<file path="config.mk">
export PLATFORM = sky130hd
export DESIGN_NAME = scan_mux
export DESIGN_NICKNAME = d
export VERILOG_FILES = /design/src/rtl/scan_mux.sv
export SDC_FILE = /design/constraint.sdc
export NUM_CORES = 1
export LEC_CHECK = 0
export CAP_MARGIN = 25
export CORE_MARGIN = 3
export CORE_UTILIZATION = 50
export CTS_BUF_LIST = sky130_fd_sc_hd__clkbuf_16
export DETAILED_ROUTE_END_ITERATION = 8
export PLACE_DENSITY = 0.76
export SLEW_MARGIN = 15
export SYNTH_ARGS = -nofsm -noshare
export SYNTH_HDL_FRONTEND = slang
export SYNTH_SLANG_ARGS = --single-unit
</file>
<file path="constraint.sdc">
create_clock -name clk -period 2.5 [get_ports clk]
set_clock_uncertainty 0.2 [all_clocks]
set_input_delay 0.25 -clock clk [delete_from_list [all_inputs] [get_ports clk]]
set_output_delay 0.25 -clock clk [all_outputs]
set_load 0.02 [all_outputs]
</file>
<file path="src/rtl/scan_mux.sv">
// Registered channel multiplexer with manual select and a dwell-timed
// round-robin scan mode.
module scan_mux #(
   parameter int WIDTH = 1,
   parameter int SELW  = 2,
   parameter int DWELL = 1
) (
   input  logic                          clk,
   input  logic                          rst,
   input  logic [(2**SELW)*WIDTH-1:0]    x,
   input  logic [SELW-1:0]               sel,
   input  logic                          mode,
   input  logic                          en,
   output logic [WIDTH-1:0]              out1,
   output logic [SELW-1:0]               ch,
   output logic                          valid,
   output logic                          wrap
);

   localparam logic [7:0] DLAST = 8'(DWELL - 1);

   logic [SELW-1:0] ptr;
   logic [SELW-1:0] ptr_n;
   logic [SELW-1:0] idx;
   logic [7:0]      dcnt;
   logic [7:0]      dcnt_n;
   logic            lastmode;
   logic            entry;
   logic            adv;

   // ptr_n is the channel shown for this capture; entry is dwell cycle 0.
   always_comb begin
      entry  = mode & ~lastmode;
      adv    = ~entry & (dcnt == DLAST);
      ptr_n  = ptr;
      dcnt_n = dcnt;
      if (entry) begin
         ptr_n  = sel;
         dcnt_n = '0;
      end else if (adv) begin
         ptr_n  = ptr + 1'b1;
         dcnt_n = '0;
      end else begin
         dcnt_n = dcnt + 8'd1;
      end
      idx = mode ? ptr_n : sel;
   end

   always_ff @(posedge clk or posedge rst) begin
      if (rst) begin
         out1     <= '0;
         ch       <= '0;
         valid    <= 1'b0;
         wrap     <= 1'b0;
         ptr      <= '0;
         dcnt     <= '0;
         lastmode <= 1'b0;
      end else if (en) begin
         out1     <= x[idx*WIDTH +: WIDTH];
         ch       <= idx;
         valid    <= 1'b1;
         wrap     <= mode & adv & (ptr == '1);
         lastmode <= mode;
         if (mode) begin
            ptr  <= ptr_n;
            dcnt <= dcnt_n;
         end
      end else begin
         valid <= 1'b0;
         wrap  <= 1'b0;
      end
   end

endmodule

</file>
# Word-level counts from Yosys, hierarchy flattened
# Cells that the tools add are included.
[op_classes]
shift = 1
mux = 7
n_reduce_logical = 2
n_eq_ne = 1
bitwise_logic = 6
n_addsub = 2
[ops]
columns = ["operator", "n"]
rows = [
  ["$mux 8", 2],
  ["$add 8x1->8 const B", 1],
  ["$logic_not 8->1", 1],
  ["$mux 2", 3],
  ["$and 1x1->1", 4],
  ["$shiftx 4x3->1", 1],
  ["$add 2x1->2 const B", 1],
  ["$eq 2x2->1 const B", 1],
  ["$mux 1", 2],
  ["$not 1->1", 2],
  ["$reduce_and 2->1", 1],
]
[totals]
in_bits = 10
wordCells = 26
output_inout_bits = 5
reg_bits = 16

# Logic depth before layout (Yosys ltp)
[logic_depth]
depth_word = 8
mapped_depth = 7
mapped_depth_nobuf = 7

# Worst setup path after synthesis
# OpenSTA, ideal clock, no wires.
[synth_timing]
path_kind = "reg-to-reg"
start = "register dcnt[0]"
end = "register out1"
path_buffers = 0
stages_incl_launch_ff = 8
period_less_slack_ps = 1966
setup_ps = 129
path_slack_ps = 534
arrival_ps = 1637
required_time_ps = 2171
cell_sequence = "dfrtp_1 > inv_1 > ha_1 > or4b_1 > nor3_2 > o31ai_2 > mux2i_1 > o221ai_2"
[synth_via]
elab_chain_cells = 6
[synth_lines]
columns = ["item", "line", "source"]
rows = [
  ["start: declaration", "25", "logic [7:0] dcnt;"],
  ["start signal: assignment", "66", "dcnt <= dcnt_n;"],
  ["$logic_not 8->1", "34", "adv = ~entry & (dcnt == DLAST);"],
  ["$and 1x1->1", "34", ""],
  ["$mux 2", "40", "end else if (adv) begin"],
  ["$mux 2", "37", "if (entry) begin"],
  ["$mux 2", "46", "idx = mode ? ptr_n : sel;"],
  ["$shiftx 4x3->1", "59", "out1 <= x[idx*WIDTH +: WIDTH];"],
  ["end signal: assignment", "59", ""],
  ["end: declaration", "14", "output logic [WIDTH-1:0] out1,"],
]
# Every way passes these cells.
# A chain may end at the register's enable or synchronous reset.

# Worst setup path in the final report
[layout_timing]
start = "register dcnt[1]"
end = "register out1"
# The elaborated chain is that of the path after synthesis.

==> qor.json <==
{
  "drtIter0Drc": {"value": 22},
  "finish.net_count": {"value": 124},
  "antenna_found_initial": {"value": 0},
  "ir_worst_vdd": {"value": 0.000461, "unit": "V"},
  "cp_cell_sequence": {"value": "inv_1 -> ha_1 -> nor4b_2 -> a21boi_1 -> o31ai_2 -> mux2i_1 -> o221ai_2"},
  "dr.pass1.iters": {"value": 4},
  "classification_of_the_worst_slack_hold_path": {"value": "primary input to async pin"},
  "synth_common_cells": {"value": "16 x sky130_fd_sc_hd__dfrtp_1, 12 x sky130_fd_sc_hd__nand2_1, 11 x sky130_fd_sc_hd__nor2_1"},
  "netlist.top_cell.by_area": {"value": "sky130_fd_sc_hd__dfrtp_1"},
  "p_sw_frac": {"value": 0.260},
  "worstSkewPairLatency": {"value": 240, "unit": "ps"},
  "synth_cell_types": {"value": 30},
  "actual_slew_at_the_worst_max_slew_pin": {"value": 630, "unit": "ps"},
  "fin_crit_sh": {"value": 0.860},
  "timing.reg2reg.worst_path_depth": {"value": 7},
  "io_pins": {"value": 15},
  "cts-buffers-inserted": {"value": 3},
  "ctsRootBufferMaster": {"value": "sky130_fd_sc_hd__clkbuf_16"},
  "finalPower": {"value": 0.000791, "unit": "W"},
  "finalHoldViolCount": {"value": 0},
  "number_of_design_rule_violations_left_after_detail_routing": {"value": 0},
  "wl": {"value": 1870, "unit": "µm"},
  "final-seq-area": {"value": 400, "unit": "µm²"},
  "grt-ovfl-total": {"value": 0},
  "synth_top_flop_cell": {"value": "sky130_fd_sc_hd__dfrtp_1"},
  "post-cts-setup-buffers": {"value": 0},
  "worstReg2RegStart": {"value": "dcnt[1]"},
  "fp.dieArea": {"value": 0.00228, "unit": "mm²"},
  "detailedPlacementHpwl": {"value": 1380, "unit": "µm"},
  "internal_power": {"value": 0.000586, "unit": "W"},
  "count_of_flip_flops_with_a_built_in_enable_after_synthesis": {"value": 0},
  "coreArea": {"value": 0.00158, "unit": "mm²"},
  "antenna_violating_nets_remaining": {"value": 0},
  "portion_of_total_power_attributed_to_the_clock_network": {"value": 0.385},
  "cell_rows": {"value": 14},
  "grt_first_pass_wirelength": {"value": 3070, "unit": "µm"},
  "path_class": {"value": "flip-flop to flip-flop"},
  "worst_ep_arrival_time": {"value": 2070, "unit": "ps"},
  "min_period": {"value": 2150, "unit": "ps"},
  "wirelength_per_cell": {"value": 14.9, "unit": "µm"},
  "p_sw": {"value": 0.000206, "unit": "W"},
  "place.port_buffers": {"value": 14},
  "tritoncts": {"value": "yes"},
  "slew_violations": {"value": 0},
  "cts_sinks": {"value": 16},
  "gp_routability_congestion": {"value": 0.918},
  "drv.max_cap_violation_count": {"value": 0},
  "netlist_top_cells_area": {"value": "sky130_fd_sc_hd__dfrtp_1 46%, sky130_fd_sc_hd__nand2_1 5.2%, sky130_fd_sc_hd__nor2_1 4.7%"},
  "area_of_combinational_cells_with_multiple_inputs": {"value": 448, "unit": "µm²"},
  "worst_r2r_endpoint": {"value": "out1"},
  "routed-via-count": {"value": 744},
  "cts_resized": {"value": 0},
  "h-tree-depth": {"value": 1},
  "finalSetupTns": {"value": 0, "unit": "ps"},
  "seq_power_share": {"value": 0.397},
  "grt_setup_unrepaired": {"value": "false"},
  "synth_sequential_area_ratio": {"value": 0.460},
  "first_global_vias": {"value": 713},
  "synthesis.instances": {"value": 92},
  "layout-drive-gt1-share": {"value": 0.0734},
  "power-per-cell-area": {"value": 715, "unit": "mW/mm²"},
  "cp_slowest_cell": {"value": "sky130_fd_sc_hd__dfrtp_1"},
  "synthArstFlopShare": {"value": 1.00},
  "die_w": {"value": 47.7, "unit": "µm"},
  "flow.area_growth_from_synthesis": {"value": 27.0, "unit": "%"},
  "worst_slew_margin_rel": {"value": 0.580},
  "floorplan.die.height": {"value": 47.7, "unit": "µm"},
  "worst_ep_required_time": {"value": 2420, "unit": "ps"},
  "timing.final.setup_violations": {"value": 0},
  "cts-hold-fix-buffers": {"value": 0},
  "outcome": {"value": "complete, no violations"},
  "clk_path_buf_depth": {"value": 2},
  "critical_path_peak_fanout": {"value": 4},
  "max_freq": {"value": 465, "unit": "MHz"},
  "path_clk_slew": {"value": 50, "unit": "ps"},
  "p_leak": {"value": 0.503, "unit": "nW"},
  "synth.yosys.warnings": {"value": 0},
  "postSynthRegisterBits": {"value": 16},
  "endpoint_kind": {"value": "flip-flop"},
  "mappedNetlistArea": {"value": 871, "unit": "µm²"},
  "largest_net_degree_at_the_start_of_global_routing": {"value": 17},
  "synth_top_area_frac": {"value": 0.460},
  "critical_path.startpoint_type": {"value": "flip-flop"},
  "power.combinational.fraction": {"value": 0.218},
  "average_footprint_of_a_synthesized_cell": {"value": 9.47, "unit": "µm²"},
  "reg2reg_slack": {"value": 350, "unit": "ps"},
  "critical_path.max_stage_delay": {"value": 400, "unit": "ps"},
  "viasPerCell": {"value": 5.95},
  "yosysMostFrequentCell": {"value": "sky130_fd_sc_hd__dfrtp_1"},
  "initial_core_util": {"value": 0.552},
  "num_antenna_cells": {"value": 0},
  "layout.filler_cells": {"value": 110},
  "postSynthNetCount": {"value": 105},
  "track_usage": {"value": 0.194}
}
layout make-up:
class                      instances  area share
sequential                        16       0.362
inverter                           6      0.0204
multi-input combinational         70       0.405
timing repair buffer              14       0.127
tap                               16      0.0181
clock buffer                       3      0.0679
worst max-delay path: cells and delay by family (launching register included):
| family | cells | cell delay, ps |
|---|---|---|
| adder cells (fa/ha/maj) | 1 | 170 |
| AO/OA/AOI/OAI | 3 | 560 |
| AND/OR/NAND/NOR | 1 | 340 |
| flip-flops | 1 | 400 |
| multiplexers | 1 | 270 |
| buffers and inverters | 1 | 90 |
routing by layer:
metal / track usage / part of all wire / up-vias
li1: - / - / 357
met1: 0.259 / 0.47 / 359
met2: 0.301 / 0.46 / 24
met3: 0.0338 / 0.054 / 4
met4: 0.0968 / 0.015 / 0
met5: 0 / 0 / -
stage by stage:
| stage | instance area (µm²) | util | setup slack (ps) | hold WS, ps | std cells |
|---|---|---|---|---|---|
| after floorplan | 871 | - | 534 | -36.3 | 92 |
| after global placement | 1030 | 0.654 | 447 | 267 | 122 |
| after detailed placement | 1030 | 0.654 | 349 | 273 | 122 |
| after CTS | 1110 | 0.702 | 334 | 213 | 125 |
| after global routing | 1110 | 0.702 | 177 | 248 | 125 |
| final | 1110 | 0.702 | 349 | 194 | 125 |
worst max path at each step:
stage                  from    to
global placement    dcnt[1]  out1
CTS                 dcnt[1]  out1
floorplan           dcnt[0]  out1
global route        dcnt[1]  out1
detailed placement  dcnt[0]  out1
finish              dcnt[1]  out1
cells by family (layout without fill, tap and decap cells):
group                      after synthesis  in the layout  synth area share
DFF                                     16             16             0.460
buffers and inverters                    6             23            0.0259
AOI/OAI and AO/OA                       19             19             0.152
and+or+nand+nor                         40             40             0.234
xor gates and xnor gates                 5              5            0.0503
muxes                                    3              3            0.0345
adders and majority gates                3              3            0.0431
power groups by stage:
stage	Sequential, W	Clock [W]	Combinational, W
4_1_cts	0.000313	0.000311	0.000173
6_report	0.000314	0.000305	0.000172
3_3_place_gp	0.000316	0	0.000169
3_5_place_dp	0.000318	0	0.000172
2_1_floorplan	0.000326	0	0.0000989
5_1_grt	0.000318	0.000321	0.000194
registers in the layout (all words and copies together) (netlist names):
register	count
ch	2
dcnt	8
lastmode	1
out1	1
ptr	2
valid	1
wrap	1
cell usage in the layout (no fill, tap or decap):
cell type and count:
sky130_fd_sc_hd__o21a_1 1, sky130_fd_sc_hd__a21oi_1 4, sky130_fd_sc_hd__clkdlybuf4s50_1 14, sky130_fd_sc_hd__clkbuf_16 3, sky130_fd_sc_hd__and2_0 1, sky130_fd_sc_hd__or3_1 2
sky130_fd_sc_hd__nand2_1 12, sky130_fd_sc_hd__o21ai_0 5, sky130_fd_sc_hd__or2b_1 1, sky130_fd_sc_hd__nor4b_2 1, sky130_fd_sc_hd__a21o_1 2, sky130_fd_sc_hd__xnor2_1 2
sky130_fd_sc_hd__o22a_1 1, sky130_fd_sc_hd__or4b_1 1, sky130_fd_sc_hd__ha_1 3, sky130_fd_sc_hd__o31ai_2 1, sky130_fd_sc_hd__dfrtp_1 16, sky130_fd_sc_hd__a31oi_1 1
sky130_fd_sc_hd__or2_1 1, sky130_fd_sc_hd__o22ai_1 1, sky130_fd_sc_hd__nand3b_1 1, sky130_fd_sc_hd__nor2_1 11, sky130_fd_sc_hd__mux2i_1 3, sky130_fd_sc_hd__nor3_2 1
sky130_fd_sc_hd__o221ai_2 1, sky130_fd_sc_hd__a21boi_1 1, sky130_fd_sc_hd__xor2_1 3, sky130_fd_sc_hd__a21oi_2 1, sky130_fd_sc_hd__nor3_1 2, sky130_fd_sc_hd__nand4_1 2
sky130_fd_sc_hd__nand3_1 4, sky130_fd_sc_hd__inv_1 6
Note: power is estimated with default switching activity, not from simulation.
